--- config.mk ---
export PLATFORM = sky130hd
export DESIGN_NAME = ir_camera_sequencer
export DESIGN_NICKNAME = d
export VERILOG_FILES = /design/src/rtl/ir_camera_sequencer.sv
export SDC_FILE = /design/constraint.sdc
export NUM_CORES = 1
export LEC_CHECK = 0
export ABC_AREA = 1
export ABC_CLOCK_PERIOD_IN_PS = 2700
export CORE_UTILIZATION = 45
export CTS_BUF_LIST = sky130_fd_sc_hd__clkbuf_8 sky130_fd_sc_hd__clkbuf_16
export DETAILED_ROUTE_END_ITERATION = 8
export PLACE_DENSITY = 0.94
export SLEW_MARGIN = 15
export SYNTH_ARGS = -nofsm -noshare
export SYNTH_HDL_FRONTEND = slang
export SYNTH_SLANG_ARGS = --single-unit
--- constraint.sdc ---
create_clock -name clk -period 2.7 [get_ports clk]
set_clock_uncertainty 0.15 [all_clocks]
set_input_delay 0.54 -clock clk [delete_from_list [all_inputs] [get_ports clk]]
set_output_delay 0.54 -clock clk [all_outputs]
set_load 0.03 [all_outputs]
--- src/rtl/ir_camera_sequencer.sv ---
// ir_camera_sequencer
// Brings up the IR tracking camera through the shared I2C master: waits out a
// power-up delay, issues six fixed register writes, then polls periodically.
// Owns the master's command inputs and follows its ready handshake.
module ir_camera_sequencer #(
  parameter logic [6:0]  I2C_ADDR       = 7'h58,
  parameter int unsigned STARTUP_CYCLES = 1000,
  parameter int unsigned GAP_CYCLES     = 100,
  parameter int unsigned POLL_CYCLES    = 10000,
  parameter int unsigned ACK_TIMEOUT    = 4
) (
  input  logic         clk,
  input  logic         reset,
  input  logic         restart,
  input  logic         i2c_ready,
  output logic         i2c_start,
  output logic [6:0]   i2c_addr,
  output logic [127:0] i2c_data,
  output logic [4:0]   i2c_packets,
  output logic         i2c_rw,
  output logic         init_done,
  output logic         busy,
  output logic         error,
  output logic [2:0]   cmd_index
);

  typedef enum logic [3:0] {
    ST_STARTUP,
    ST_LOAD,
    ST_ISSUE,
    ST_WAIT_ACK,
    ST_WAIT_DONE,
    ST_GAP,
    ST_POLL_WAIT,
    ST_IDLE,
    ST_ERROR,
    ST_DRAIN      // restart seen mid-transaction: let the master finish first
  } state_t;

  localparam logic [2:0] LAST_INIT  = 3'd5;
  localparam logic [2:0] POLL_INDEX = 3'd6;
  localparam logic [7:0] POLL_BYTE  = 8'h36;

  // Terminal counts: a state lasting N cycles exits when the counter reads N-1.
  // A zero count still spends the single entry cycle in the state.
  localparam logic [23:0] STARTUP_LAST = (STARTUP_CYCLES == 0) ? 24'd0 : 24'(STARTUP_CYCLES - 1);
  localparam logic [23:0] GAP_LAST     = (GAP_CYCLES == 0)     ? 24'd0 : 24'(GAP_CYCLES - 1);
  localparam logic [23:0] POLL_LAST    = (POLL_CYCLES == 0)    ? 24'd0 : 24'(POLL_CYCLES - 1);
  localparam logic [23:0] ACK_LAST     = (ACK_TIMEOUT == 0)    ? 24'd0 : 24'(ACK_TIMEOUT - 1);

  state_t      state, state_next;
  logic [23:0] cnt;
  logic        cnt_clear;
  logic        load_cmd;
  logic        clear_seq;
  logic        set_error;
  logic        set_init;
  logic        inc_index;
  logic        set_poll;

  // Init table: register in the upper byte, value in the lower byte.
  function automatic logic [15:0] init_entry(input logic [2:0] idx);
    case (idx)
      3'd0:    init_entry = 16'h3001;
      3'd1:    init_entry = 16'h3008;
      3'd2:    init_entry = 16'h0690;
      3'd3:    init_entry = 16'h08C0;
      3'd4:    init_entry = 16'h1A40;
      3'd5:    init_entry = 16'h3333;
      default: init_entry = 16'h0000;
    endcase
  endfunction

  assign i2c_addr = I2C_ADDR;
  assign i2c_rw   = 1'b0;
  assign busy     = !(state == ST_GAP || state == ST_POLL_WAIT || state == ST_ERROR);

  // State register.
  // NOTE: sequential state uses non-blocking assignments so every flop
  // samples pre-edge values regardless of block evaluation order.
  always_ff @(posedge clk or posedge reset) begin
    if (reset) state <= ST_STARTUP;
    else       state <= state_next;
  end

  // Next-state decode, start pulse and datapath control strobes.
  always_comb begin
    // NOTE: every output of this block gets a default first, so no path
    // through the case statement can leave a value held (no latches).
    state_next = state;
    i2c_start  = 1'b0;
    load_cmd   = 1'b0;
    clear_seq  = 1'b0;
    set_error  = 1'b0;
    set_init   = 1'b0;
    inc_index  = 1'b0;
    set_poll   = 1'b0;

    case (state)
      ST_STARTUP:   if (cnt == STARTUP_LAST) state_next = ST_LOAD;
      ST_LOAD: begin
        load_cmd   = 1'b1;
        state_next = ST_ISSUE;
      end
      // Start is combinational on ready so it can never coincide with ready=0.
      ST_ISSUE: if (i2c_ready) begin
        i2c_start  = 1'b1;
        state_next = ST_WAIT_ACK;
      end
      ST_WAIT_ACK: begin
        if (!i2c_ready) begin
          state_next = ST_WAIT_DONE;
        end else if (cnt == ACK_LAST) begin
          set_error  = 1'b1;
          state_next = ST_ERROR;
        end
      end
      ST_WAIT_DONE: if (i2c_ready) state_next = ST_GAP;
      ST_GAP: if (cnt == GAP_LAST) begin
        if (cmd_index < LAST_INIT) begin
          inc_index  = 1'b1;
          state_next = ST_LOAD;
        end else if (cmd_index == LAST_INIT) begin
          set_init   = 1'b1;
          state_next = (POLL_CYCLES == 0) ? ST_IDLE : ST_POLL_WAIT;
        end else begin
          state_next = ST_POLL_WAIT;
        end
      end
      ST_POLL_WAIT: if (cnt == POLL_LAST) begin
        set_poll   = 1'b1;
        state_next = ST_LOAD;
      end
      ST_IDLE:  state_next = ST_IDLE;
      ST_ERROR: state_next = ST_ERROR;
      ST_DRAIN: if (i2c_ready) state_next = ST_STARTUP;
      default:  state_next = ST_STARTUP;
    endcase

    // Restart overrides everything decided above, including a timeout or a
    // gap expiry in the same cycle. An open transaction is drained first.
    if (restart) begin
      i2c_start = 1'b0;
      load_cmd  = 1'b0;
      set_error = 1'b0;
      set_init  = 1'b0;
      inc_index = 1'b0;
      set_poll  = 1'b0;
      clear_seq = 1'b1;
      if (state == ST_WAIT_ACK || state == ST_WAIT_DONE) state_next = ST_DRAIN;
      else if (state != ST_DRAIN)                         state_next = ST_STARTUP;
    end
  end

  // Zero the shared counter on every state entry (and on restart, which may
  // re-enter the state it is already in).
  assign cnt_clear = (state_next != state) || restart;

  // Shared cycle counter for startup, ack timeout, gap and poll intervals.
  always_ff @(posedge clk or posedge reset) begin
    if (reset)          cnt <= 24'd0;
    else if (cnt_clear) cnt <= 24'd0;
    else                cnt <= cnt + 24'd1;
  end

  // Sequence bookkeeping and the registered command payload.
  always_ff @(posedge clk or posedge reset) begin
    if (reset) begin
      cmd_index   <= 3'd0;
      init_done   <= 1'b0;
      error       <= 1'b0;
      i2c_data    <= 128'd0;
      i2c_packets <= 5'd0;
    end else begin
      if (clear_seq) begin
        cmd_index <= 3'd0;
        init_done <= 1'b0;
        error     <= 1'b0;
      end else begin
        if (set_error) error     <= 1'b1;
        if (set_init)  init_done <= 1'b1;
        if (inc_index) cmd_index <= cmd_index + 3'd1;
        if (set_poll)  cmd_index <= POLL_INDEX;
      end
      // Payload only changes in LOAD, so it is stable for the whole transaction.
      if (load_cmd) begin
        if (cmd_index == POLL_INDEX) begin
          i2c_data    <= {120'd0, POLL_BYTE};
          i2c_packets <= 5'd1;
        end else begin
          i2c_data    <= {112'd0, init_entry(cmd_index)};
          i2c_packets <= 5'd2;
        end
      end
    end
  end

endmodule

**After elaboration in Yosys (flattened, before gate mapping)**

Index checks and enable logic that the tools add are counted.

- Output and inout port bits: 148
- Input bits: 4
- Logic and storage cells: 87
- Bits in registers: 166

- Reductions and logical operators: 10
- Equality and inequality tests: 21
- Add/subtract/negate cells: 2
- Multiplexer cells: 46
- Order comparisons: 1

Operator list:

| operator | number |
|---|---|
| $pmux W14 S6 | 1 |
| $mux W4 | 11 |
| $pmux W4 S10 | 1 |
| $mux W1 | 26 |
| $add A24 B1 Y24 const B | 1 |
| $eq A24 B10 Y1 const B | 1 |
| $eq A24 B14 Y1 const B | 1 |
| $eq A24 B2 Y1 const B | 1 |
| $eq A24 B7 Y1 const B | 1 |
| $mux W24 | 1 |
| $eq A4 B3 Y1 const B | 4 |
| $mux W14 | 1 |
| $mux W3 | 4 |
| $eq A3 B3 Y1 const B | 3 |
| $eq A4 B2 Y1 const B | 2 |
| $eq A4 B4 Y1 const B | 2 |
| $eq A3 B2 Y1 const B | 2 |
| $eq A4 B1 Y1 const B | 1 |
| $logic_not A4 Y1 | 1 |
| $logic_or A1 B1 Y1 | 4 |
| $ne A4 B4 Y1 | 1 |
| $ne A4 B4 Y1 const B | 1 |
| $reduce_bool A2 Y1 | 2 |
| $add A3 B1 Y3 const B | 1 |
| other kinds (6) | 6 |

**Logic depth before layout (Yosys ltp)**

Gate-level depths: netlist (run 1).

- Word-level depth: 10
- Depth in mapped cells: 17
- Mapped depth without buffers: 15

**Least setup slack after synthesis (run 1)**

No wires, ideal clock.

- Path type: input port to flip-flop
- Start: in restart
- End: reg cnt[21]
- Stages: 8
- Path slack: 0.674 ns
- Library setup time: 0.126 ns
- Data required time: 2.424 ns
- Buffers on the path: 2
- Arrival: 1.750 ns
- Cells stage by stage: clkbuf_1 clkinv_1 or2_1 nand3_1 nand2_1 nand2_4 buf_6 nor3_2

- Word-level cells in the longest chain between the ends: 4

RTL lines:

| what | RTL line | RTL |
|---|---|---|
| start: declaration | 14 | `input logic restart,` |
| $mux W4 | 142 | `if (restart) begin` |
| $ne A4 B4 Y1 | 157 | `assign cnt_clear = (state_next != state) \|\| restart;` |
| $logic_or A1 B1 Y1 (*) | 157 |  |
| $mux W24 (*) | 162 | `else if (cnt_clear) cnt <= 24'd0;` |
| end signal: assignment | 163 | `else cnt <= cnt + 24'd1;` |
| end: declaration | 52 | `logic [23:0] cnt;` |

Every way passes the cells marked *; elsewhere a longest branch is shown, timed or not.
A chain may end at the register's enable or synchronous reset.

**Final worst setup path (run 1)**

- Start: reg state[0]
- End: out busy

- Word-level cells in the longest chain between the ends: 4
- Elaborated cells on any way between the ends: 6
- Classes of those cells: eq/ne: 3; reduce/logical: 3

RTL lines:

| what | RTL line | RTL |
|---|---|---|
| start: declaration | 51 | `state_t state, state_next;` |
| start signal: assignment | 83 | `else state <= state_next;` |
| $eq A4 B3 Y1 | 76 | `assign busy = !(state == ST_GAP \|\| state == ST_POLL_WAIT \|\| state == ST_ERROR);` |
| $logic_or A1 B1 Y1 | 76 |  |
| $logic_or A1 B1 Y1 (*) | 76 |  |
| $logic_not A1 Y1 (*) | 76 |  |
| end: declaration | 22 | `output logic busy,` |

Marked as above.

==> reports/qor.csv, run 1 <==
stage,metric,value,unit
placement,RD Place Congestion,0.973,
placement,dpl cells,613,
finish,final net count,526,
clock_tree,worst skew pair latency,0.31,ns
synthesis,"FF+latch count, synth",46,
global_route,gr usage total,14.9,%
critical_path,Reg2Reg Launch Point,cnt[0],
floorplanning,Starting Density,46.9,%
sta,RSZ-0062 raised after global routing,false,
global_route,met2 Track Usage GR,26.5,%
floorplanning,Ports,152,
synthesis,Synth cell types,36,
critical_path,Crit-path slowest cell,dfrtp_1,
global_route,total grt overflow,0,
floorplanning,Placeable Area,0.00830,mm²
finish,area of the multi-input gates,0.00204,mm²
sta,f_max,0.402,GHz
route,via count,2721,
status,status,completed,
finish,Fill cells,795,
critical_path,Worst setup SP type,flop,
clock_tree,clk sinks,46,
clock_tree,Hold Buf Count CTS,0,
pwr,LEAKAGE,1.94,nW
route,number of remaining DRC errors,0,
critical_path,"Largest stage delay, worst path",0.42,ns
sta,slew margin rel.,62.0,%
pwr,total power,1.50,mW
hold_path,Worst Hold Class,in -> async,
synthesis,"EDFF count, synth",0,
route,Detailed Route Iter0 Violations,155,
pwr,Peak VDD IR,0.000186,V
sta,Setup TNS,0,ns
critical_path,WP data required,2.01,ns
global_route,met3 GRT Util,2.95,%
critical_path,Worst Reg-to-Reg Cells,13,
sta,Tcrit/Tclk final,92.2,%
placement,port buffer count,26,
sta,pin slew with the least headroom to its limit,0.565,ns
critical_path,crit-path max FO,5,
global_route,first-pass GRT wire length,10400,µm
pwr,Power Density,385,mW/mm²
sta,final setup vio count,0,
placement,post-DP HPWL,5040,µm
finish,share of cells above drive strength 1,13.6,%
synthesis,Main synth FF type,dfrtp_1,
critical_path,Worst path depth,6,
route,vias per cell,4.38,
global_route,largest net degree at the start of global routing,38,
synthesis,Synth Cell Area,0.00390,mm²
finish,Layout area overhead,0.0322,%
route,Post-Route WL,6580,µm
finish,fin cells,621,
sta,"Hold Vio Cnt, Final",0,
critical_path,Critical Path Sink,busy,
critical_path,R2R Path End,cnt[0],
floorplanning,die width,95.1,µm
synthesis,Ys Warns,0,
route,Final ANT Viol Nets,0,
critical_path,slack of the worst reg-to-reg path,0.39,ns
clock_tree,H-Tree Depth,2,
critical_path,worst path cell trace,"inv_1, nor2_1, inv_1, nor2_4, nor2_1, dlygate4sd2_1",
critical_path,critical path arrival,1.80,ns
clock_tree,CTS buffer count,5,
clock_tree,Root Buffer,clkbuf_8,
floorplanning,die area,0.00903,mm²
global_route,GR Util met1,17.7,%
critical_path,CP bufs+invs,3,
critical_path,CP Launch Point,state[0],
finish,diode count,0,
synthesis,Synth Area per Inst,7.97,µm²
clock_tree,TritonCTS clock tree,built,
route,DRT Pass-1 Iters,4,
global_route,Top Usage Layer GRT,met2,
sta,Final Max Tran Viols,0,
critical_path,critical path class,reg -> out,
clock_tree,Max Root-Sink Buffers,2,
synthesis,post-synthesis sequential area ratio,29.5,%
sta,Period minus WS final,2.49,ns
clock_tree,Worst-path clk slew,0.09,ns
job,max cap viols,0,
floorplanning,die height,95.1,µm
critical_path,Crit. End Element,output pin,
critical_path,Crit path max-delay family,buffers and inverters,
floorplanning,# rows,33,
finish,FF+latch area,0.00115,mm²
global_route,number of antenna violations at the first check in global routing,0,
global_route,vias in the first global route,2334,
synthesis,Mapped Cells,489,
synthesis,ys async rst share,100,%
route,Wirelength per Cell,10.6,µm
-- stage by stage --
stage / cell area [µm²] / setup slack [ns] / hold slack [ns] / utilization, %
6_report: 3900 / 0.211 / 0.313 / 47.0
5_1_grt: 3900 / 0.0842 / 0.340 / 47.0
4_1_cts: 3890 / 0.000676 / 0.318 / 46.9
3_5_place_dp: 3790 / 0.0796 / 0.320 / 45.6
3_3_place_gp: 3790 / 0.108 / 0.315 / 45.6
2_1_floorplan: 4360 / 0.674 / 0.335 / -
-- cells in the mapped netlist (4+ instances only) --
master    instances  area (µm²)
nor3_2           22         220
buf_6             5        56.3
ha_1              7        87.6
inv_1            26        97.6
buf_4           128         961
a21oi_1           5        25.0
nand2_1          82         308
clkinv_1          4        15.0
o21ai_0          12        60.1
nor3_1            8        40.0
nor2_2            6        37.5
dfrtp_1          46        1150
nand2_2           4        25.0
inv_2             9        33.8
xnor2_1           5        43.8
nor2_1           43         161
nand3_1          20         100
nor2_4            6        67.6
xor2_1           16         140
nand3_2           6        60.1
nand4_1           8        50.1
-- report_power, final --
| part | leakage, nW | internal [mW] | switching [mW] |
|---|---|---|---|
| Clock | 0.0579 | 0.273 | 0.237 |
| Sequential | 0.640 | 0.693 | 0.00573 |
| Combinational | 1.24 | 0.0234 | 0.270 |
| Total | 1.94 | 0.989 | 0.512 |
-- worst min-delay path by stage --
stage | to | startpoint | depth (start not counted) | slack (ns)
2_1_floorplan | cnt[0] | cnt[0] | 1 | 0.33
3_3_place_gp | i2c_data[4] | i2c_data[4] | 2 | 0.32
3_5_place_dp | i2c_packets[1] | i2c_packets[1] | 2 | 0.32
4_1_cts | i2c_packets[1] | reset | 2 | 0.32
5_1_grt | i2c_packets[1] | reset | 2 | 0.34
6_report | i2c_packets[1] | reset | 2 | 0.31
-- cell families after synthesis --
family	synth area share, %
adder cells (fa/ha/maj)	2.25
XOR/XNOR	4.72
other	0.193
AND/OR/NAND/NOR	29.0
flip-flops	29.5
AO/OA/AOI/OAI	4.21
buffers and inverters	30.1
-- per-layer routing --
metal / up-vias / part of all wire (%)
met2: 127 / 50
met4: 0 / 1.2
li1: 1347 / -
met3: 5 / 5.8
met1: 1242 / 43
met5: - / 0
-- cell type report --
class / count / share of cell area (%)
timing repair buffer: 31 / 8.31
multi-input combinational: 392 / 52.2
clock buffer: 5 / 1.77
tap: 105 / 3.37
inverter: 39 / 3.76
clock inverter: 3 / 1.03
sequential: 46 / 29.5
-- cell usage in the layout (no fill, tap or decap), types with 9 or more instances in the layout --
cell             instances
nor2_1                  43
nand2_1                 82
inv_1                   25
o21ai_0                 12
inv_2                    9
conb_1                 125
dfrtp_1                 46
xor2_1                  16
nand3_1                 20
clkdlybuf4s50_1         24
nor3_2                  22
-- flip-flops by register name, indices dropped and copies added, names as in the netlist --
name         count
cmd_index        3
cnt             24
error            1
i2c_data        11
i2c_packets      2
init_done        1
state            4
-- repair_timing --
item | CTS | global route
resized for setup | 1 | 1
setup buffers | 0 | 0
cloned | 0 | 0
endpoints found under the hold margin | 0 | 0
endpoints found under the setup margin | 1 | 1
(Power assumes the default switching activity.)
==> run 2, diff against run 1 <==
--- a/config.mk
+++ b/config.mk
@@ -8,7 +8,7 @@
 export ABC_AREA = 1
 export ABC_CLOCK_PERIOD_IN_PS = 2700
 export CORE_UTILIZATION = 45
-export CTS_BUF_LIST = sky130_fd_sc_hd__clkbuf_8 sky130_fd_sc_hd__clkbuf_16
+export CTS_BUF_LIST = sky130_fd_sc_hd__clkbuf_16
 export DETAILED_ROUTE_END_ITERATION = 8
 export PLACE_DENSITY = 0.94
 export SLEW_MARGIN = 15
==> reports/qor.csv, run 2 (synthesis results as in run 1) <==
stage,metric,value,unit
status,status,completed,
global_route,total grt overflow,0,
route,Post-Route WL,6710,µm
critical_path,Worst setup SP type,flop,
route,Final ANT Viol Nets,0,
floorplanning,die height,95.1,µm
pwr,Sw Share,31.5,%
critical_path,Crit path max-delay family,buffers and inverters,
sta,f_max,0.404,GHz
route,Detailed Route Iter0 Violations,167,
sta,RSZ-0062 raised after global routing,false,
sta,slew margin rel.,62.1,%
global_route,vias in the first global route,2403,
floorplanning,Ports,152,
critical_path,CP bufs+invs,3,
sta,Period minus WS final,2.47,ns
route,via count,2716,
critical_path,worst path cell trace,"inv_1, nor2_1, inv_1, nor2_4, nor2_1, dlygate4sd2_1",
sta,Tcrit/Tclk final,91.6,%
clock_tree,Root Buffer,clkbuf_16,
placement,RD Place Congestion,0.973,
finish,share of cells above drive strength 1,13.6,%
hold_path,Worst Hold Class,in -> async,
global_route,gr usage total,15.3,%
finish,number of flip-flops in the largest register,24,
finish,final net count,526,
floorplanning,# rows,33,
floorplanning,die area,0.00903,mm²
clock_tree,TritonCTS clock tree,built,
clock_tree,clk sinks,46,
route,Wirelength per Cell,10.8,µm
placement,port buffer count,26,
sta,final setup vio count,0,
clock_tree,Worst-path clk slew,0.06,ns
pwr,LEAKAGE,1.96,nW
critical_path,WP data required,2.01,ns
route,vias per cell,4.37,
critical_path,crit-path max FO,5,
finish,diode count,0,
clock_tree,worst skew pair latency,0.28,ns
route,Highest Signal Layer,met4,
critical_path,critical path class,reg -> out,
job,max cap viols,0,
route,M1 wire length,2850,µm
floorplanning,die width,95.1,µm
sta,Final Max Tran Viols,0,
global_route,largest net degree at the start of global routing,38,
global_route,number of antenna violations at the first check in global routing,0,
placement,dpl cells,613,
pwr,Flop pwr share,41.6,%
route,Met3 Wirelength,376,µm
finish,Largest regs,"cnt x24, i2c_data x11, state x4",
floorplanning,Placeable Area,0.00830,mm²
pwr,Peak VDD IR,0.000211,V
critical_path,"Largest stage delay, worst path",0.42,ns
finish,fin cells,621,
pwr,Power Density,425,mW/mm²
global_route,first-pass GRT wire length,10700,µm
critical_path,Crit-path slowest cell,dfrtp_1,
finish,most frequent cells in the layout,"conb_1, nand2_1, dfrtp_1, nor2_1, inv_1",
clock_tree,H-Tree Depth,2,
floorplanning,Starting Density,46.9,%
route,DRT Pass-1 Iters,4,
route,number of remaining DRC errors,0,
finish,"commonest non-fill, non-tap cell in the layout",conb_1,
pwr,combinational fraction of design power,17.5,%
sta,pin slew with the least headroom to its limit,0.563,ns
placement,DP Area,0.00379,mm²
finish,post-route cell area,0.00395,mm²
pwr,NetSw,0.530,mW
pwr,internal power,1.15,mW
pwr,clock network power share,40.9,%
critical_path,Crit. End Element,output pin,
critical_path,critical path arrival,1.78,ns
sta,Setup TNS,0,ns
finish,Biggest register,cnt,
clock_tree,Max Root-Sink Buffers,2,
sta,"Hold Vio Cnt, Final",0,
route,met2 WL post-DR,3400,µm
placement,post-DP HPWL,5040,µm
clock_tree,CTS buffer count,5,
finish,Layout area overhead,1.48,%
## run 2: layout make-up
type | count | area, µm²
fill | 798 | 4350
multi-input combinational | 392 | 2040
sequential | 46 | 1150
timing repair buffer | 31 | 324
inverter | 39 | 146
tap | 105 | 131
clock buffer | 5 | 125
clock inverter | 3 | 40.0
## run 2: timing repair
action | in CTS | in global routing
buffers inserted | 0 | 0
setup endpoints to repair | 1 | 1
hold buffers | 0 | 0
gates resized for setup | 1 | 1
## run 2: final timing paths
path                                     start        endpoint  slack [ns]  cells after the start
max in group asynchronous                reset           error        1.57                      3
worst max register to register          cnt[0]          cnt[0]        0.39                     13
worst min-delay path                     reset    i2c_data[11]        0.34                      2
min in group clk                i2c_packets[1]  i2c_packets[1]        0.34                      2
worst min register to register  i2c_packets[1]  i2c_packets[1]        0.34                      2
worst max-delay path                  state[0]            busy        0.23                      6
## run 2: routing by layer
metal  vias to the layer above  track usage [%]
met4                         0             5.43
met2                       118             27.3
met1                      1247             18.2
met5                         -                0
met3                         7             3.11
li1                       1344                -
## run 2: power groups by stage
stage	Combinational (mW)	Sequential, mW	Clock, mW
global placement	0.290	0.712	0
detailed placement	0.291	0.712	0
finish	0.294	0.700	0.687
floorplan	0.407	0.713	0
CTS	0.291	0.699	0.701
global route	0.316	0.699	0.735
## run 2: metrics by stage
stage               hold WS [ns]  power [mW]  setup slack (ns)  util [%]
detailed placement         0.320        1.00            0.0796      45.6
global placement           0.315        1.00             0.108      45.6
CTS                        0.338        1.69            0.0288      47.6
global route               0.367        1.75             0.115      47.6
finish                     0.338        1.68             0.228      47.6
floorplan                  0.335        1.12             0.674         -
